[config.mk]
export PLATFORM = sky130hd
export DESIGN_NAME = fb_scroll_ctrl_flat
export DESIGN_NICKNAME = d
export VERILOG_FILES = /design/src/rtl/fb_scroll_if.sv /design/src/rtl/fb_scroll_ctrl.sv /design/src/flat_wrapper.sv
export SDC_FILE = /design/constraint.sdc
export NUM_CORES = 1
export LEC_CHECK = 0
export BUFFER_PORTS_ARGS = -buffer_cell sky130_fd_sc_hd__buf_2
export CAP_MARGIN = 25
export CELL_PAD_IN_SITES_DETAIL_PLACEMENT = 1
export CELL_PAD_IN_SITES_GLOBAL_PLACEMENT = 1
export CORE_AREA = 2 2 122 124
export CTS_BUF_LIST = sky130_fd_sc_hd__clkbuf_8 sky130_fd_sc_hd__clkbuf_16
export DETAILED_ROUTE_END_ITERATION = 10
export DIE_AREA = 0 0 124 126
export PLACE_DENSITY_LB_ADDON = 0.1
export SLEW_MARGIN = 20
export SYNTH_ARGS = -nofsm -noshare
export SYNTH_HDL_FRONTEND = slang
export SYNTH_SLANG_ARGS = --single-unit
export TNS_END_PERCENT = 30
[constraint.sdc]
create_clock -name clk -period 5.29 [get_ports clk]
set_clock_uncertainty 0.2 [all_clocks]
set_input_delay 0.529 -clock clk [delete_from_list [all_inputs] [get_ports clk]]
set_output_delay 0.529 -clock clk [all_outputs]
set_load 0.005 [all_outputs]
[src/rtl/fb_scroll_if.sv]
// Bus bundle between the scroll controller, the video timing block,
// the freq BRAM read port and the frame buffer RAM.
interface fb_scroll_if #(
    parameter int unsigned ADDR_W = 17
) ();
    logic [8:0]        x;
    logic [7:0]        y;
    logic              lower_blank;
    logic              scroll_en;
    logic              line_valid;
    logic              line_taken;
    logic              line_ren;
    logic [8:0]        line_raddr;
    logic [7:0]        line_rdata;
    logic [ADDR_W-1:0] fb_addr;
    logic [7:0]        fb_wdata;
    logic              fb_we;
    logic              fb_ready;
    logic [7:0]        y_offset;

    modport master (
        input  x, y, lower_blank, scroll_en, line_valid, line_rdata,
        output line_taken, line_ren, line_raddr, fb_addr, fb_wdata, fb_we,
               fb_ready, y_offset
    );

    modport slave (
        output x, y, lower_blank, scroll_en, line_valid, line_rdata,
        input  line_taken, line_ren, line_raddr, fb_addr, fb_wdata, fb_we,
               fb_ready, y_offset
    );
endinterface

[src/rtl/fb_scroll_ctrl.sv]
// Frame buffer owner: power-on clear, scrolled video read addressing and
// spectrum line copies during lower blanking. FB_CLEAR_EN enables the clear.
module fb_scroll_ctrl #(
    parameter int unsigned WIDTH      = 320,
    parameter int unsigned HEIGHT     = 240,
    parameter int unsigned SCROLL_DIV = 4,
    parameter int unsigned ADDR_W     = 17
) (
    input  logic        clk,
    input  logic        resetn,
    fb_scroll_if.master bus
);

    localparam int unsigned FC_W = (SCROLL_DIV > 1) ? $clog2(SCROLL_DIV) : 1;
    localparam int unsigned PIX  = WIDTH * HEIGHT;

    localparam logic [1:0] S_CLEAR = 2'd0;
    localparam logic [1:0] S_VIDEO = 2'd1;
    localparam logic [1:0] S_COPY  = 2'd2;
    localparam logic [1:0] S_WAIT  = 2'd3;

`ifdef FB_CLEAR_EN
    localparam logic [1:0] S_RESET = S_CLEAR;
`else
    localparam logic [1:0] S_RESET = S_VIDEO;
`endif

    logic [1:0]        r_state;
    logic [ADDR_W-1:0] r_cnt;
    logic [FC_W-1:0]   r_frame_cnt;
    logic              r_due;
    logic              r_lb_d;
    logic [7:0]        r_y_offset;
    logic              r_line_taken;
    logic              r_line_ren;
    logic [8:0]        r_line_raddr;
    logic [ADDR_W-1:0] r_fb_addr;
    logic [7:0]        r_fb_wdata;
    logic              r_fb_we;
    logic              r_fb_ready;

    logic [1:0]        w_state_nxt;
    logic [ADDR_W-1:0] w_cnt_nxt;
    logic [FC_W-1:0]   w_frame_nxt;
    logic              w_due_nxt;
    logic [7:0]        w_y_offset_nxt;
    logic              w_line_taken_nxt;
    logic              w_line_ren_nxt;
    logic [8:0]        w_line_raddr_nxt;
    logic [ADDR_W-1:0] w_fb_addr_nxt;
    logic [7:0]        w_fb_wdata_nxt;
    logic              w_fb_we_nxt;
    logic              w_fb_ready_nxt;

    logic              w_lb_rise;
    logic [8:0]        w_y_sum;
    logic [8:0]        w_y_mod;
    logic [ADDR_W-1:0] w_vid_addr;
    logic [ADDR_W-1:0] w_copy_base;

    // Scrolled video address; porch coordinates are addressed but never written
    assign w_lb_rise   = bus.lower_blank & ~r_lb_d;
    assign w_y_sum     = {1'b0, bus.y} + {1'b0, r_y_offset};
    assign w_y_mod     = (w_y_sum >= 9'(HEIGHT)) ? (w_y_sum - 9'(HEIGHT)) : w_y_sum;
    assign w_vid_addr  = ADDR_W'(bus.x) + ADDR_W'(w_y_mod) * ADDR_W'(WIDTH);
    assign w_copy_base = ADDR_W'(r_y_offset) * ADDR_W'(WIDTH);

    always_ff @(posedge clk or negedge resetn) begin
        if (!resetn) begin
            r_state      <= S_RESET;
            r_cnt        <= '0;
            r_frame_cnt  <= '0;
            r_due        <= 1'b0;
            r_lb_d       <= 1'b0;
            r_y_offset   <= '0;
            r_line_taken <= 1'b0;
            r_line_ren   <= 1'b0;
            r_line_raddr <= '0;
            r_fb_addr    <= '0;
            r_fb_wdata   <= '0;
            r_fb_we      <= 1'b0;
            r_fb_ready   <= 1'b0;
        end else begin
            r_state      <= w_state_nxt;
            r_cnt        <= w_cnt_nxt;
            r_frame_cnt  <= w_frame_nxt;
            r_due        <= w_due_nxt;
            r_lb_d       <= bus.lower_blank;
            r_y_offset   <= w_y_offset_nxt;
            r_line_taken <= w_line_taken_nxt;
            r_line_ren   <= w_line_ren_nxt;
            r_line_raddr <= w_line_raddr_nxt;
            r_fb_addr    <= w_fb_addr_nxt;
            r_fb_wdata   <= w_fb_wdata_nxt;
            r_fb_we      <= w_fb_we_nxt;
            r_fb_ready   <= w_fb_ready_nxt;
        end
    end

    always_comb begin
        w_state_nxt      = r_state;
        w_cnt_nxt        = r_cnt;
        w_frame_nxt      = r_frame_cnt;
        w_due_nxt        = r_due;
        w_y_offset_nxt   = r_y_offset;
        w_line_taken_nxt = 1'b0;
        w_line_ren_nxt   = 1'b0;
        w_line_raddr_nxt = '0;
        w_fb_addr_nxt    = w_vid_addr;
        w_fb_wdata_nxt   = '0;
        w_fb_we_nxt      = 1'b0;
        w_fb_ready_nxt   = r_fb_ready;

        case (r_state)
            S_CLEAR: begin
                if (r_cnt == ADDR_W'(PIX)) begin
                    w_fb_ready_nxt = 1'b1;
                    w_cnt_nxt      = '0;
                    w_state_nxt    = S_VIDEO;
                end else begin
                    w_fb_we_nxt   = 1'b1;
                    w_fb_addr_nxt = r_cnt;
                    w_cnt_nxt     = r_cnt + ADDR_W'(1);
                end
            end

            S_VIDEO: begin
                w_fb_ready_nxt = 1'b1;
                // Frame counter freezes while a scroll step is pending
                if (w_lb_rise && !r_due) begin
                    if (r_frame_cnt == FC_W'(SCROLL_DIV - 1)) begin
                        w_frame_nxt = '0;
                        w_due_nxt   = 1'b1;
                    end else begin
                        w_frame_nxt = r_frame_cnt + FC_W'(1);
                    end
                end
                if (bus.lower_blank) begin
                    if (w_due_nxt && bus.line_valid && bus.scroll_en) begin
                        w_state_nxt      = S_COPY;
                        w_cnt_nxt        = '0;
                        w_line_ren_nxt   = 1'b1;
                        w_line_raddr_nxt = '0;
                    end else begin
                        w_state_nxt = S_WAIT;
                    end
                end
            end

            S_COPY: begin
                w_fb_ready_nxt = 1'b1;
                if (r_cnt < ADDR_W'(WIDTH - 1)) begin
                    w_line_ren_nxt   = 1'b1;
                    w_line_raddr_nxt = 9'(r_cnt + ADDR_W'(1));
                end
                // Read data trails the issued address by one cycle
                if (r_cnt != '0) begin
                    w_fb_we_nxt    = 1'b1;
                    w_fb_addr_nxt  = w_copy_base + r_cnt - ADDR_W'(1);
                    w_fb_wdata_nxt = bus.line_rdata;
                end
                if (r_cnt == ADDR_W'(WIDTH)) begin
                    w_line_taken_nxt = 1'b1;
                    w_due_nxt        = 1'b0;
                    w_y_offset_nxt   = (r_y_offset == 8'(HEIGHT - 1)) ? 8'd0
                                                                      : r_y_offset + 8'd1;
                    w_cnt_nxt        = '0;
                    w_state_nxt      = S_WAIT;
                end else begin
                    w_cnt_nxt = r_cnt + ADDR_W'(1);
                end
            end

            S_WAIT: begin
                w_fb_ready_nxt = 1'b1;
                if (!bus.lower_blank) begin
                    w_state_nxt = S_VIDEO;
                end
            end

            default: begin
                w_state_nxt = S_RESET;
            end
        endcase
    end

    assign bus.line_taken = r_line_taken;
    assign bus.line_ren   = r_line_ren;
    assign bus.line_raddr = r_line_raddr;
    assign bus.fb_addr    = r_fb_addr;
    assign bus.fb_wdata   = r_fb_wdata;
    assign bus.fb_we      = r_fb_we;
    assign bus.fb_ready   = r_fb_ready;
    assign bus.y_offset   = r_y_offset;

endmodule

[src/flat_wrapper.sv]
// flat-port wrapper written by rule: the top's interface ports become plain ports
module fb_scroll_ctrl_flat 
#(
    parameter int unsigned WIDTH      = 320,
    parameter int unsigned HEIGHT     = 240,
    parameter int unsigned SCROLL_DIV = 4,
    parameter int unsigned ADDR_W     = 17
)
  (clk, resetn, bus_x, bus_y, bus_lower_blank, bus_scroll_en, bus_line_valid, bus_line_rdata, bus_line_taken, bus_line_ren, bus_line_raddr, bus_fb_addr, bus_fb_wdata, bus_fb_we, bus_fb_ready, bus_y_offset);
  fb_scroll_if #(.ADDR_W(ADDR_W)) bus_i ();
  input  logic clk;
  input  logic resetn;
  input wire logic [$bits(bus_i.x)-1:0] bus_x;
  input wire logic [$bits(bus_i.y)-1:0] bus_y;
  input wire logic [$bits(bus_i.lower_blank)-1:0] bus_lower_blank;
  input wire logic [$bits(bus_i.scroll_en)-1:0] bus_scroll_en;
  input wire logic [$bits(bus_i.line_valid)-1:0] bus_line_valid;
  input wire logic [$bits(bus_i.line_rdata)-1:0] bus_line_rdata;
  output wire logic [$bits(bus_i.line_taken)-1:0] bus_line_taken;
  output wire logic [$bits(bus_i.line_ren)-1:0] bus_line_ren;
  output wire logic [$bits(bus_i.line_raddr)-1:0] bus_line_raddr;
  output wire logic [$bits(bus_i.fb_addr)-1:0] bus_fb_addr;
  output wire logic [$bits(bus_i.fb_wdata)-1:0] bus_fb_wdata;
  output wire logic [$bits(bus_i.fb_we)-1:0] bus_fb_we;
  output wire logic [$bits(bus_i.fb_ready)-1:0] bus_fb_ready;
  output wire logic [$bits(bus_i.y_offset)-1:0] bus_y_offset;
  assign bus_i.x = bus_x;
  assign bus_i.y = bus_y;
  assign bus_i.lower_blank = bus_lower_blank;
  assign bus_i.scroll_en = bus_scroll_en;
  assign bus_i.line_valid = bus_line_valid;
  assign bus_i.line_rdata = bus_line_rdata;
  assign bus_line_taken = bus_i.line_taken;
  assign bus_line_ren = bus_i.line_ren;
  assign bus_line_raddr = bus_i.line_raddr;
  assign bus_fb_addr = bus_i.fb_addr;
  assign bus_fb_wdata = bus_i.fb_wdata;
  assign bus_fb_we = bus_i.fb_we;
  assign bus_fb_ready = bus_i.fb_ready;
  assign bus_y_offset = bus_i.y_offset;
  fb_scroll_ctrl #(.WIDTH(WIDTH), .HEIGHT(HEIGHT), .SCROLL_DIV(SCROLL_DIV), .ADDR_W(ADDR_W)) u_core (.clk(clk), .resetn(resetn), .bus(bus_i));
endmodule
# Yosys cells after proc, flatten, opt, wreduce, memory -nomap -nowiden
# Index checks and enable logic that the tools add are counted.
[totals]
reg_bits = 69
latch_bits = 0
ramBits = 0
romBits = 0
inputBits = 30
out_inout_bits = 46
word_cells = 90
mem_count = 0
[classes]
n_addsub = 8
multipliers = 2
n_div = 0
magnitude_cmp = 2
eq_ne = 12
shift = 0
mux = 37
n_bitwise = 2
n_reduce_logical = 14
[op_table]
columns = ["operator", "n"]
rows = [
  ["2-to-1 mux 17 bit", 6],
  ["one-hot mux 17 bit (3 select lines)", 1],
  ["one-hot mux 17 bit (2 select lines)", 1],
  ["2-to-1 mux 9 bit", 3],
  ["2-to-1 mux 8 bit", 3],
  ["adder 17 x 1 -> 17 bit (second input constant)", 1],
  ["adder 17 bit", 1],
  ["adder 9 x 17 -> 17 bit", 1],
  ["equality test 17 bit (second input constant)", 1],
  ["equality test 17 x 9 -> 1 bit (second input constant)", 1],
  ["< comparator 17 x 9 -> 1 bit (second input constant)", 1],
  ["nonzero test 17 bit", 1],
  ["subtractor 17 x 1 -> 17 bit (second input constant)", 1],
  ["2-to-1 mux 1 bit", 13],
  ["multiplier 8 x 3 -> 11 bit (second input constant)", 1],
  ["multiplier 9 x 3 -> 11 bit (second input constant)", 1],
  ["2-to-1 mux 2 bit", 5],
  ["adder 8 x 8 -> 9 bit", 1],
  ["greater-or-equal comparator 9 x 8 -> 1 bit (second input constant)", 1],
  ["subtractor 9 x 8 -> 9 bit (second input constant)", 1],
  ["adder 8 x 1 -> 8 bit (second input constant)", 1],
  ["equality test 8 bit (second input constant)", 1],
  ["one-hot mux 1 bit (2 select lines)", 4],
  ["one-hot mux 2 bit (4 select lines)", 1],
  ["other kinds (16)", 25],
]

# Logic depth before layout (Yosys ltp)
# Gate-level depths: netlist of run 1.
[depth]
depth_word = 10
depth_mapped = 20

# Least setup slack after synthesis of run 1
# OpenSTA, ideal clock, no wires.
[synth_timing]
path_type = "input port to flip-flop"
startpoint = "in bus_y[0]"
endpoint = "reg u_core.r_fb_addr[16], in the netlist u_core.bus.fb_addr[16]"
setup_time_ns = 0.126
arrival_time_ns = 5.595
required_time_ns = 4.964
setup_slack_ns = -0.631
path_stages = 19
path_cell_list = "ha_1 fa_1 a211oi_1 nor2_1 nor2_1 ha_1 or4b_2 a2bb2oi_1 o31a_1 xnor2_1 ha_1 fa_1 a211oi_1 nor2_1 o311ai_0 nand4_1 xnor2_1 mux2i_1 a311o_1"
[synth_between]
elab_chain_cells = 7
elab_cells_between_ends = 9
classes_between = "add/sub (3); mul (1); order compare (1); mux (4)"
[synth_rtl]
columns = ["element", "line", "rtl"]
rows = [
  ["start: declaration", "flat_wrapper.sv:14", "input wire logic [$bits(bus_i.y)-1:0] bus_y;"],
  ["adder 8 x 8 -> 9 bit *", "fb_scroll_ctrl.sv:63", "assign w_y_sum = {1'b0, bus.y} + {1'b0, r_y_offset};"],
  ["subtractor 9 x 8 -> 9 bit / greater-or-equal comparator 9 x 8 -> 1 bit (equally long branches)", "fb_scroll_ctrl.sv:64", "assign w_y_mod = (w_y_sum >= 9'(HEIGHT)) ? (w_y_sum - 9'(HEIGHT)) : w_y_sum;"],
  ["2-to-1 mux 9 bit *", "fb_scroll_ctrl.sv:64", ""],
  ["multiplier 9 x 3 -> 11 bit *", "fb_scroll_ctrl.sv:65", "assign w_vid_addr = ADDR_W'(bus.x) + ADDR_W'(w_y_mod) * ADDR_W'(WIDTH);"],
  ["adder 9 x 17 -> 17 bit *", "fb_scroll_ctrl.sv:65", ""],
  ["2-to-1 mux 17 bit, on equally long branches", "fb_scroll_ctrl.sv:157, fb_scroll_ctrl.sv:116", ""],
  ["one-hot mux 17 bit (2 select lines) *", "fb_scroll_ctrl.sv:114", "case (r_state)"],
  ["net u_core.w_fb_addr_nxt[16]", "fb_scroll_ctrl.sv:50", "logic [ADDR_W-1:0] w_fb_addr_nxt;"],
  ["end signal: assignment", "fb_scroll_ctrl.sv:93", "r_fb_addr <= w_fb_addr_nxt;"],
  ["end: declaration", "fb_scroll_ctrl.sv:37", "logic [ADDR_W-1:0] r_fb_addr;"],
]
# Mark *: on every way through the listed nets, which the timed path passes. The rest lies on a longest branch.
# A chain may end at the register's enable or synchronous reset.

# Worst setup path in the final report of run 1
[layout_timing]
startpoint = "reg u_core.r_y_offset[0], in the netlist u_core.bus.y_offset[0]"
endpoint = "reg u_core.r_fb_addr[15], in the netlist u_core.bus.fb_addr[15]"
[layout_between]
elab_chain_cells = 7
elab_cells_between_ends = 12
classes_between = "add/sub (5); mul (2); order compare (1); mux (4)"
[layout_rtl]
columns = ["element", "line", "rtl"]
rows = [
  ["start: declaration", "fb_scroll_ctrl.sv:33", "logic [7:0] r_y_offset;"],
  ["start signal: assignment", "fb_scroll_ctrl.sv:89", "r_y_offset <= w_y_offset_nxt;"],
  ["adder 8 x 8 -> 9 bit", "fb_scroll_ctrl.sv:63", ""],
  ["subtractor 9 x 8 -> 9 bit / greater-or-equal comparator 9 x 8 -> 1 bit (equally long branches)", "fb_scroll_ctrl.sv:64", ""],
  ["2-to-1 mux 9 bit", "fb_scroll_ctrl.sv:64", ""],
  ["multiplier 9 x 3 -> 11 bit", "fb_scroll_ctrl.sv:65", ""],
  ["adder 9 x 17 -> 17 bit", "fb_scroll_ctrl.sv:65", ""],
  ["2-to-1 mux 17 bit, on equally long branches", "fb_scroll_ctrl.sv:157, fb_scroll_ctrl.sv:116", ""],
  ["one-hot mux 17 bit (2 select lines) *", "fb_scroll_ctrl.sv:114", ""],
  ["net u_core.w_fb_addr_nxt[15]", "fb_scroll_ctrl.sv:50", ""],
]
# Marked as above.

==> results.sh, run 1 <==
export IMPL_ys_async_sr_fraction=1.00
export IMPL_clk_pin_slew_worst_paths_ns=0.06
export IMPL_stdcell_count=951
export IMPL_cap_viol_max_count=0
export IMPL_cts_sinks=69
export IMPL_synth_top_family_by_area="compound AO/OA/AOI/OAI gates"
export IMPL_synth_cells=636
export IMPL_synthFlopType="dfrtp_1"
export IMPL_placed_cell_area_um2=6720
export IMPL_synth_nets=749
export IMPL_grt_usage=0.225
export IMPL_reg2reg_from="u_core.bus.y_offset[0]$_DFFE_PN0P_"
export IMPL_r2r_end="u_core.bus.fb_addr[15]$_DFF_PN0_"
export IMPL_core_area_um2=14300
export IMPL_pin_count=76
export IMPL_grt_overflow=0
export IMPL_setup_viol=3
export IMPL_busiest_layer="met2"
export IMPL_worst_slew_pin_slew_ns=0.915
export IMPL_grt_max_degree=42
export IMPL_ff2ff_path_depth=19
export IMPL_clockRootBuffer="clkbuf_16"
export IMPL_period_minus_slack_ns=5.42
export IMPL_initial_core_util=0.399
export IMPL_final_cell_mix="buf_2, ha_1, dfrtp_1, inv_1, buf_4"
export IMPL_hold_viol_final=2
export IMPL_die_x_um=124
export IMPL_fin_area_um2=7180
export IMPL_end_kind="flip-flop"
export IMPL_drive_above_1_share=0.252
export IMPL_layout_commonest_cell="buf_2"
export IMPL_synth_edf_count=0
export IMPL_htree_levels=3
export IMPL_pre_cts_slack_ns=-0.382
export IMPL_cp_start_kind="flip-flop"
export IMPL_synth_seq_cells=69
export IMPL_finalWirelength_mm=16.9
export IMPL_slew_violations=0
export IMPL_place_inst=929
export IMPL_syn_area_um2=5710
export IMPL_violations="negative hold slack, negative setup slack"
export IMPL_power_mw=2.55
export IMPL_yosysUniqueCellTypes=70
export IMPL_netlist_top_cells_area="dfrtp_1, ha_1, xnor2_1"
export IMPL_syn_avg_cell_area_um2=8.98
export IMPL_r2r_setup_slack_ns=-0.13
export IMPL_outcome="finished, violations left"
export IMPL_grt_pass1_vias=5453
export IMPL_max_freq_mhz=185
export IMPL_hp_class="in -> async"
export IMPL_gr_usage_met2=0.396
export IMPL_route_detailed_wl_per_inst_um=17.8
export IMPL_grt_met1_usage=0.288
export IMPL_cts_buffer_depth=2
export IMPL_synth_top_area_cell="dfrtp_1"
export IMPL_crit_type="reg -> reg"
export IMPL_holdWs_ns=-0.00220
export IMPL_cts_made_buffers=9
export IMPL_worst_ep_required_time_ns=5.30
export IMPL_dieArea_um2=15600
export IMPL_vias=5207
export IMPL_dpl_hpwl_mm=13.4
export IMPL_drtPass1Iterations=4
export IMPL_std_cell_rows=44
export IMPL_first_iter_violations=313
export IMPL_synth_mux_area_frac=0.0131
export IMPL_synth_compound_area_share=0.200
export IMPL_synth_yosys_warnings=0
export IMPL_crit_arrival_ns=5.43
export IMPL_antenna_found_initial=0
export IMPL_tritoncts="yes"
export IMPL_insertion_delay_ns=0.34
export IMPL_ff_latch_area_um2=1730
export IMPL_synthXorXnorAreaFrac=0.0706
export IMPL_place_congestion=0.852
export IMPL_io_buffers=75
export IMPL_nets=875
export IMPL_fillCellCount=1723
export IMPL_ant_nets=0
export IMPL_ir_worst_vdd_mv=0.219
export IMPL_cp_max_fo=3
export IMPL_synth_top_area_frac=0.298
export IMPL_synthAdderAreaFrac=0.188
export IMPL_leakagePower_nw=3.46
export IMPL_drc=0
export IMPL_grt_pass1_wl_mm=27.6
export IMPL_ys_seq_area_frac=0.303
export IMPL_worst_slack_ns=-0.128
export IMPL_power_density_nw_per_um2=355
export IMPL_rsz0062_at_grt="true"
export IMPL_slew_headroom=0.386
export IMPL_grtUsageMet3=0.0281
export IMPL_fin_crit_sh=1.02
export IMPL_multi_input_area_um2=3880
export IMPL_antenna_cells=0
export IMPL_fin_tns_setup_ns=-0.374
export IMPL_vias_per_cell=5.48
export IMPL_area_delta_synth_final_pct=25.8
export IMPL_synth_simple_gate_area_frac=0.166
export IMPL_final_core_util=0.502
export IMPL_die_h_um=126
how the worst max path moves through the flow:
stage / from / slack (ns) / endpoint / cells past startpoint
detailed placement: bus_y[0] / -0.38 / u_core.bus.fb_addr[16]$_DFF_PN0_ / 21
global route: u_core.bus.y_offset[0]$_DFFE_PN0P_ / -0.32 / u_core.bus.fb_addr[15]$_DFF_PN0_ / 19
floorplan: bus_y[4] / -0.02 / u_core.bus.fb_addr[16]$_DFF_PN0_ / 19
CTS: u_core.bus.y_offset[0]$_DFFE_PN0P_ / -0.09 / u_core.bus.fb_addr[16]$_DFF_PN0_ / 20
finish: u_core.bus.y_offset[0]$_DFFE_PN0P_ / -0.13 / u_core.bus.fb_addr[15]$_DFF_PN0_ / 19
global placement: bus_y[0] / -0.19 / u_core.bus.fb_addr[16]$_DFF_PN0_ / 21
kinds of logic (layout without fill, tap and decap cells):
family                     Yosys count  in the layout
xor gates and xnor gates            46             46
buffers and inverters               78            209
muxes                                7              7
adders and majority gates           83             83
AOI/OAI and AO/OA                  170            170
and+or+nand+nor                    183            183
DFF                                 69             69
registers in the layout (all words and copies together), names as in the netlist:
name                   cells
u_core.bus.fb_addr        17
u_core.r_cnt              17
u_core.bus.line_raddr      9
u_core.bus.fb_wdata        8
u_core.bus.y_offset        8
u_core.r_frame_cnt         2
u_core.r_state             2
u_core.bus.fb_ready        1
u_core.bus.fb_we           1
u_core.bus.line_ren        1
u_core.bus.line_taken      1
u_core.r_due               1
u_core.r_lb_d              1
routing by layer:
layer  vias up  routed length (um)
met5         -                   0
met4         0                 310
met3        14                 628
met2       109                8400
met1      2551                7590
li1       2533                   -
critical path, cell delays in order, from the launching register on:
cell and delay (ns):
dfrtp_1 0.44, ha_4 0.20, fa_2 0.37, a211oi_2 0.29, nor2_2 0.09, nor2_4 0.14, ha_4 0.14, or4b_4 0.45
a2bb2oi_2 0.14, o31a_1 0.31, xnor2_2 0.18, ha_1 0.32, ha_1 0.30, a211o_1 0.32, a211o_1 0.36, a211oi_4 0.29
nand4_1 0.17, xnor2_2 0.18, a222oi_1 0.31, o21ai_1 0.10
repair_timing:
item                       CTS  global route
setup endpoints to repair    3             6
setup buffers                2             5
pin swaps                   20            24
hold buffers                 0             0
gates cloned                 0             0
gates resized for setup      9            11
synthesized netlist by cell type, types with 6 or more instances:
cell type	n
xnor2_1	30
o21ai_0	45
a211oi_1	6
nor3b_1	6
a21oi_1	27
nand2b_1	7
nand2_1	45
and2_1	12
o31ai_1	11
xor2_1	16
dfrtp_1	68
nor3_1	14
a21o_1	10
inv_1	64
a22oi_1	6
ha_1	78
nand3_1	20
o221ai_1	7
o21bai_1	6
clkbuf_1	9
nor2_1	43
where the power goes:
part / switching (mW) / internal (mW)
clock network: 0.245 / 0.410
logic: 0.697 / 0.513
registers: 0.0542 / 0.630
total: 0.996 / 1.55
final cells by class:
class	instances	area share
multi-input cells	489	0.541
clock buffers	9	0.0314
flip-flops and latches	69	0.241
inverters	64	0.0335
repair buffers	129	0.109
clock inverters	7	0.0125
well taps	184	0.0321
(Power assumes the default switching activity.)
==> inputs of run 2 (changes only) <==
--- a/config.mk
+++ b/config.mk
@@ -5,14 +5,15 @@
 export SDC_FILE = /design/constraint.sdc
 export NUM_CORES = 1
 export LEC_CHECK = 0
+export ABC_AREA = 1
 export BUFFER_PORTS_ARGS = -buffer_cell sky130_fd_sc_hd__buf_2
 export CAP_MARGIN = 25
 export CELL_PAD_IN_SITES_DETAIL_PLACEMENT = 1
 export CELL_PAD_IN_SITES_GLOBAL_PLACEMENT = 1
-export CORE_AREA = 2 2 122 124
+export CORE_AREA = 2 2 126 128
 export CTS_BUF_LIST = sky130_fd_sc_hd__clkbuf_8 sky130_fd_sc_hd__clkbuf_16
 export DETAILED_ROUTE_END_ITERATION = 10
-export DIE_AREA = 0 0 124 126
+export DIE_AREA = 0 0 128 130
 export PLACE_DENSITY_LB_ADDON = 0.1
 export SLEW_MARGIN = 20
 export SYNTH_ARGS = -nofsm -noshare
==> run 2 against run 1 <==
Effect of this change: the flow now finishes without violations; cell count rose by 11%; flip-flop and latch count did not move; synthesized cell count rose by 22%; largest cell class unchanged; sequential power rose by 3%; worst hold slack improved by 0.16 ns; critical endpoint is now u_core.bus.fb_addr[16]$_DFF_PN0_; register-to-register slack improved by 0.67 ns; combinational power rose by 17%.
==> results.sh, run 2 <==
export IMPL_grt_pass1_wl_mm=29.1
export IMPL_die_x_um=128
export IMPL_insertion_delay_ns=0.34
export IMPL_ys_seq_area_frac=0.289
export IMPL_ys_async_sr_fraction=1.00
export IMPL_synth_mux_area_frac=0.00188
export IMPL_initial_core_util=0.388
export IMPL_grt_met1_usage=0.277
export IMPL_syn_avg_cell_area_um2=7.68
export IMPL_tritoncts="yes"
export IMPL_period_minus_slack_ns=4.75
export IMPL_worst_slew_pin_slew_ns=0.613
export IMPL_ir_worst_vdd_mv=0.162
export IMPL_io_buffers=75
export IMPL_synth_edf_count=0
export IMPL_fin_crit_sh=0.898
export IMPL_first_iter_violations=211
export IMPL_syn_area_um2=5980
export IMPL_grtUsageMet3=0.0320
export IMPL_fillCellCount=1956
export IMPL_yosysUniqueCellTypes=51
export IMPL_die_h_um=130
export IMPL_cts_made_buffers=9
export IMPL_outcome="completed"
export IMPL_hp_class="in -> reg"
export IMPL_fin_tns_setup_ns=0
export IMPL_antenna_found_initial=0
export IMPL_finalWirelength_mm=17.7
export IMPL_final_core_util=0.450
export IMPL_vias=5540
export IMPL_crit_type="reg -> reg"
export IMPL_worst_ep_required_time_ns=5.31
export IMPL_synthXorXnorAreaFrac=0.0596
export IMPL_stdcell_count=1058
export IMPL_core_area_um2=15400
export IMPL_synth_top_family_by_area="simple AND/OR/NAND/NOR gates"
export IMPL_cap_viol_max_count=0
export IMPL_clockRootBuffer="clkbuf_16"
export IMPL_slew_headroom=0.590
export IMPL_synth_top_area_cell="dfrtp_1"
export IMPL_grt_max_degree=70
export IMPL_grt_pass1_vias=5821
export IMPL_synth_nets=891
export IMPL_netlist_top_cells_area="dfrtp_1, ha_1, nand2_1"
export IMPL_synth_top_area_frac=0.285
export IMPL_drtPass1Iterations=4
export IMPL_leakagePower_nw=3.81
export IMPL_hold_viol_final=0
export IMPL_synthAdderAreaFrac=0.180
export IMPL_drive_above_1_share=0.170
export IMPL_place_inst=1040
export IMPL_grt_usage=0.223
export IMPL_drc=0
export IMPL_synth_simple_gate_area_frac=0.257
export IMPL_yosysMostFrequentCell="nand2_1"
export IMPL_cp_max_fo=7
export IMPL_route_detailed_wl_per_inst_um=16.7
export IMPL_r2r_setup_slack_ns=0.54
export IMPL_rsz0062_at_grt="false"
export IMPL_slew_violations=0
export IMPL_grt_overflow=0
export IMPL_antenna_cells=0
export IMPL_nets=974
export IMPL_synth_cells=778
export IMPL_std_cell_rows=46
export IMPL_setup_viol=0
export IMPL_place_congestion=0.863
export IMPL_pin_count=76
export IMPL_max_freq_mhz=210
export IMPL_cts_sinks=69
export IMPL_cp_start_kind="flip-flop"
export IMPL_htree_levels=3
export IMPL_clk_pin_slew_worst_paths_ns=0.06
export IMPL_busiest_layer="met2"
export IMPL_synth_yosys_warnings=0
export IMPL_power_density_nw_per_um2=401
export IMPL_end_kind="flip-flop"
export IMPL_synth_seq_cells=69
export IMPL_synthFlopType="dfrtp_1"
export IMPL_vias_per_cell=5.24
export IMPL_dieArea_um2=16600
export IMPL_crit_arrival_ns=4.77
export IMPL_area_delta_synth_final_pct=16.2
export IMPL_synth_common_cells="nand2_1, inv_1, ha_1, dfrtp_1, nor2_1"
export IMPL_final_cell_mix="nand2_1, inv_1, ha_1, buf_2, dfrtp_1"
export IMPL_synth_compound_area_share=0.121
export IMPL_dpl_hpwl_mm=14.5
export IMPL_ant_nets=0
export IMPL_cts_buffer_depth=2
export IMPL_layout_commonest_cell="nand2_1"
export IMPL_gr_usage_met2=0.399
==> run 2: changes by cell type in the layout (fill, tap and decap cells not counted), sizes merged, moves of 18 or more <==
cell / delta
xnor2: -18
nand2: +108
nor2: +28
nand3: +37
buf: -49
inv: +69
==> run 2: cells by family after synthesis <==
family | Yosys count
AND/OR/NAND/NOR | 324
buffers and inverters | 143
AO/OA/AOI/OAI | 119
adder cells (fa/ha/maj) | 83
flip-flops | 69
XOR/XNOR | 39
multiplexers | 1
==> run 2: power breakdown <==
part           switching [mW]  internal (mW)
sequential             0.0625          0.641
clock                   0.249          0.415
combinational           0.952          0.466
==> run 2: layout make-up <==
class                   instances  area [um2]  area share
repair buffers                 81         443      0.0638
clock inverters                 7        98.8      0.0142
well taps                     192         240      0.0346
clock buffers                   9         225      0.0324
inverters                     134         505      0.0728
flip-flops and latches         69        1730       0.249
multi-input cells             566        3700       0.533
==> run 2: repair_timing <==
item / in CTS / in global routing
setup buffers: 0 / 0
resized for setup: 0 / 1
setup endpoints to repair: 0 / 1
hold buffers: 0 / 1
endpoints found under the hold margin: 0 / 2
==> run 2: critical path, stage by stage (launching register included) <==
cell     delay [ns]
dfrtp_1        0.40
ha_1           0.25
fa_1           0.44
nand2_1        0.09
nand3_1        0.12
xor2_2         0.25
ha_1           0.23
inv_1          0.06
nor2_1         0.18
nand3_1        0.15
nand3_4        0.14
xor2_1         0.21
ha_1           0.31
fa_1           0.51
xor2_2         0.24
inv_2          0.07
nor2_1         0.11
nand3_1        0.08
nor2_1         0.11
nand3_1        0.08
nand2_1        0.06
nand2_1        0.08
inv_1          0.06
nand3_1        0.06
nand3_1        0.07
nand3_1        0.07
==> run 2: final timing paths <==
kind / depth (start not counted) / startpoint / endpoint
worst max-delay path: 25 / u_core.bus.y_offset[0]$_DFFE_PN0P_ / u_core.bus.fb_addr[16]$_DFF_PN0_
worst min-delay path: 1 / bus_lower_blank / u_core.r_lb_d$_DFF_PN0_
worst max register to register: 25 / u_core.bus.y_offset[0]$_DFFE_PN0P_ / u_core.bus.fb_addr[16]$_DFF_PN0_
worst min register to register: 1 / u_core.bus.fb_ready$_DFFE_PN0P_ / u_core.bus.fb_ready$_DFFE_PN0P_
max in group asynchronous: 4 / resetn / u_core.r_state[0]$_DFFE_PN1P_
min in group asynchronous: 3 / resetn / u_core.bus.line_raddr[2]$_DFF_PN0_
==> run 2: metrics by stage <==
step	setup WS (ns)	hold slack (ns)	total power, mW	instance area [um2]
final	0.537	0.154	2.79	6940
after global routing	0.0108	0.157	3.00	6940
after CTS	0.500	0.139	2.81	6900
after detailed placement	0.325	0.251	2.12	6580
after global placement	0.529	0.247	2.07	6580
after floorplan	0.924	0.0334	1.65	5980
==> run 2: per-layer routing <==
metal	vias to the layer above	share of wire
met1	2705	0.45
met4	0	0.024
li1	2731	-
met3	25	0.025
met2	79	0.50
met5	-	0
==> inputs of run 3 (changes only) <==
--- a/config.mk
+++ b/config.mk
@@ -14,6 +14,7 @@
 export CTS_BUF_LIST = sky130_fd_sc_hd__clkbuf_8 sky130_fd_sc_hd__clkbuf_16
 export DETAILED_ROUTE_END_ITERATION = 10
 export DIE_AREA = 0 0 128 130
+export GPL_TIMING_DRIVEN = 0
 export PLACE_DENSITY_LB_ADDON = 0.1
 export SLEW_MARGIN = 20
 export SYNTH_ARGS = -nofsm -noshare
==> run 3 against run 2 <==
Effect of this change: flip-flop and latch count unchanged; non-clock buffer count is 6 higher; highest routed layer unchanged; wire length shrank 1.2%; cell count rose by 0.57%.
==> results.sh, run 3 (same netlist as run 2, synthesis figures left out) <==
export IMPL_antenna_found_initial=0
export IMPL_worst_path_most_repeated_cell="nand2_1"
export IMPL_route_detailed_wl_per_inst_um=16.4
export IMPL_period_minus_slack_ns=4.93
export IMPL_placed_cell_area_um2=6620
export IMPL_grt_pass1_wl_mm=29.0
export IMPL_grt_usage=0.221
export IMPL_fin_area_um2=6930
export IMPL_max_stage_delay_ns=0.45
export IMPL_cp_max_fo=7
export IMPL_worst_slew_pin_slew_ns=0.483
export IMPL_outcome="completed"
export IMPL_max_freq_mhz=203
export IMPL_vias=5554
export IMPL_grt_max_degree=49
export IMPL_intPower_mw=1.46
export IMPL_end_kind="flip-flop"
export IMPL_die_x_um=128
export IMPL_cts_sinks=69
export IMPL_power_mw=2.71
export IMPL_dieArea_um2=16600
export IMPL_drc=0
export IMPL_cp_start_kind="flip-flop"
export IMPL_pin_count=76
export IMPL_layout_commonest_cell="nand2_1"
export IMPL_rsz0062_at_grt="false"
export IMPL_switchingPower_mw=1.25
export IMPL_first_iter_violations=228
export IMPL_cts_buffer_depth=2
export IMPL_leakagePower_nw=3.82
export IMPL_htree_levels=3
export IMPL_clkPwrFrac=0.217
export IMPL_swShare=0.461
export IMPL_tritoncts="yes"
export IMPL_insertion_delay_ns=0.35
export IMPL_final_cell_mix="nand2_1, inv_1, buf_2, ha_1, dfrtp_1"
export IMPL_fin_crit_sh=0.932
export IMPL_area_delta_synth_final_pct=15.9
export IMPL_ir_worst_vdd_mv=0.171
export IMPL_worst_ep_required_time_ns=5.28
export IMPL_drtPass1Iterations=4
export IMPL_cp_top_family="adder cells"
export IMPL_die_h_um=130
export IMPL_dpl_hpwl_mm=14.3
export IMPL_cap_viol_max_count=0
export IMPL_clk_pin_slew_worst_paths_ns=0.06
export IMPL_io_buffers=75
export IMPL_grt_overflow=0
export IMPL_path_buf_inv=3
export IMPL_crit_arrival_ns=4.92
export IMPL_grt_pass1_vias=5840
export IMPL_power_density_nw_per_um2=390
export IMPL_vias_per_cell=5.22
export IMPL_core_area_um2=15400
export IMPL_initial_core_util=0.388
export IMPL_crit_type="reg -> reg"
export IMPL_setup_viol=0
export IMPL_cts_made_buffers=9
export IMPL_fin_tns_setup_ns=0
export IMPL_finalWirelength_mm=17.5
export IMPL_place_congestion=0.855
export IMPL_drive_above_1_share=0.174
export IMPL_crit_slowest_cell="dfrtp_1"
export IMPL_ant_nets=0
export IMPL_clockRootBuffer="clkbuf_16"
export IMPL_p_seq_frac=0.260
export IMPL_holdWs_ns=0.150
export IMPL_hold_viol_final=0
export IMPL_std_cell_rows=46
export IMPL_slew_headroom=0.677
export IMPL_slew_violations=0
export IMPL_antenna_cells=0
export IMPL_hp_class="in -> reg"
export IMPL_nets=980
export IMPL_comb_power_share=0.523
==> run 3: cell types whose count changed in the layout (fill, tap and decap cells not counted), sizes merged <==
cell | previous run | this run
inv | 133 | 132
clkbuf | 9 | 12
buf | 80 | 85
clkinv | 5 | 6
bufinv | 2 | 0
==> run 3: cell type report <==
| class | instances | area [um2] |
|---|---|---|
| fill | 1991 | 8490 |
| multi-input combinational | 566 | 3700 |
| sequential | 69 | 1730 |
| inverter | 134 | 505 |
| timing repair buffer | 78 | 423 |
| clock buffer | 11 | 253 |
| tap | 192 | 240 |
| buffer | 9 | 43.8 |
| clock inverter | 5 | 35.0 |
==> run 3: what timing repair did <==
action                     in CTS  in global routing
setup buffers                   0                  1
setup endpoints to repair       0                  3
hold endpoints to repair       21                  0
hold buffers                    1                  0
resized for setup               0                  2
==> run 3: worst register-to-register path: stages, from the launching register on <==
cell and delay (ns):
dfrtp_1 0.45, ha_1 0.28, fa_1 0.45, nand2_1 0.10, nand3_1 0.12, xor2_2 0.24, ha_1 0.21, inv_1 0.05
nor2_2 0.14, nand3_1 0.13, nand3_4 0.13, nand2_1 0.07, o21ai_0 0.15, ha_1 0.31, ha_1 0.43, nand2_1 0.09
nand2_1 0.10, inv_1 0.06, nand2_1 0.08, nand2_1 0.08, nand2_2 0.09, inv_1 0.04, nand3_1 0.11, xor2_1 0.26
o21ai_0 0.10, o21ai_0 0.12, o211ai_1 0.16
==> run 3: path summary, 6_finish.rpt <==
| kind | from | to | slack (ns) | depth (start not counted) |
|---|---|---|---|---|
| setup / recovery | u_core.bus.y_offset[0]$_DFFE_PN0P_ | u_core.bus.fb_addr[13]$_DFF_PN0_ | 0.36 | 26 |
| hold / removal | bus_lower_blank | u_core.r_lb_d$_DFF_PN0_ | 0.15 | 1 |
| setup reg to reg | u_core.bus.y_offset[0]$_DFFE_PN0P_ | u_core.bus.fb_addr[13]$_DFF_PN0_ | 0.36 | 26 |
| hold reg to reg | u_core.bus.fb_ready$_DFFE_PN0P_ | u_core.bus.fb_ready$_DFFE_PN0P_ | 0.27 | 1 |
| max in group asynchronous | resetn | u_core.r_state[0]$_DFFE_PN1P_ | 3.86 | 3 |
| min in group asynchronous | resetn | u_core.bus.fb_addr[2]$_DFF_PN0_ | 0.43 | 2 |
==> run 3: metal layers <==
metal  up-vias  track usage  wire [um]
met5         -            0          0
met3        21       0.0357        478
met4         0       0.0614        274
met1      2691        0.273       7930
met2        88        0.400       8790
li1       2754            -          -
==> run 3: metrics by stage <==
step	util	worst slack [ns]	std cells
floorplan	-	0.924	778
global placement	0.427	0.255	1045
detailed placement	0.429	0.125	1046
CTS	0.449	0.238	1063
global route	0.449	0.0147	1064
finish	0.449	0.361	1064
==> run 3: power groups by stage <==
stage	combinational (mW)	clock, mW	sequential (mW)
floorplan	0.943	0	0.712
global placement	1.37	0	0.706
detailed placement	1.41	0	0.712
CTS	1.42	0.602	0.703
global route	1.58	0.623	0.714
finish	1.42	0.587	0.703
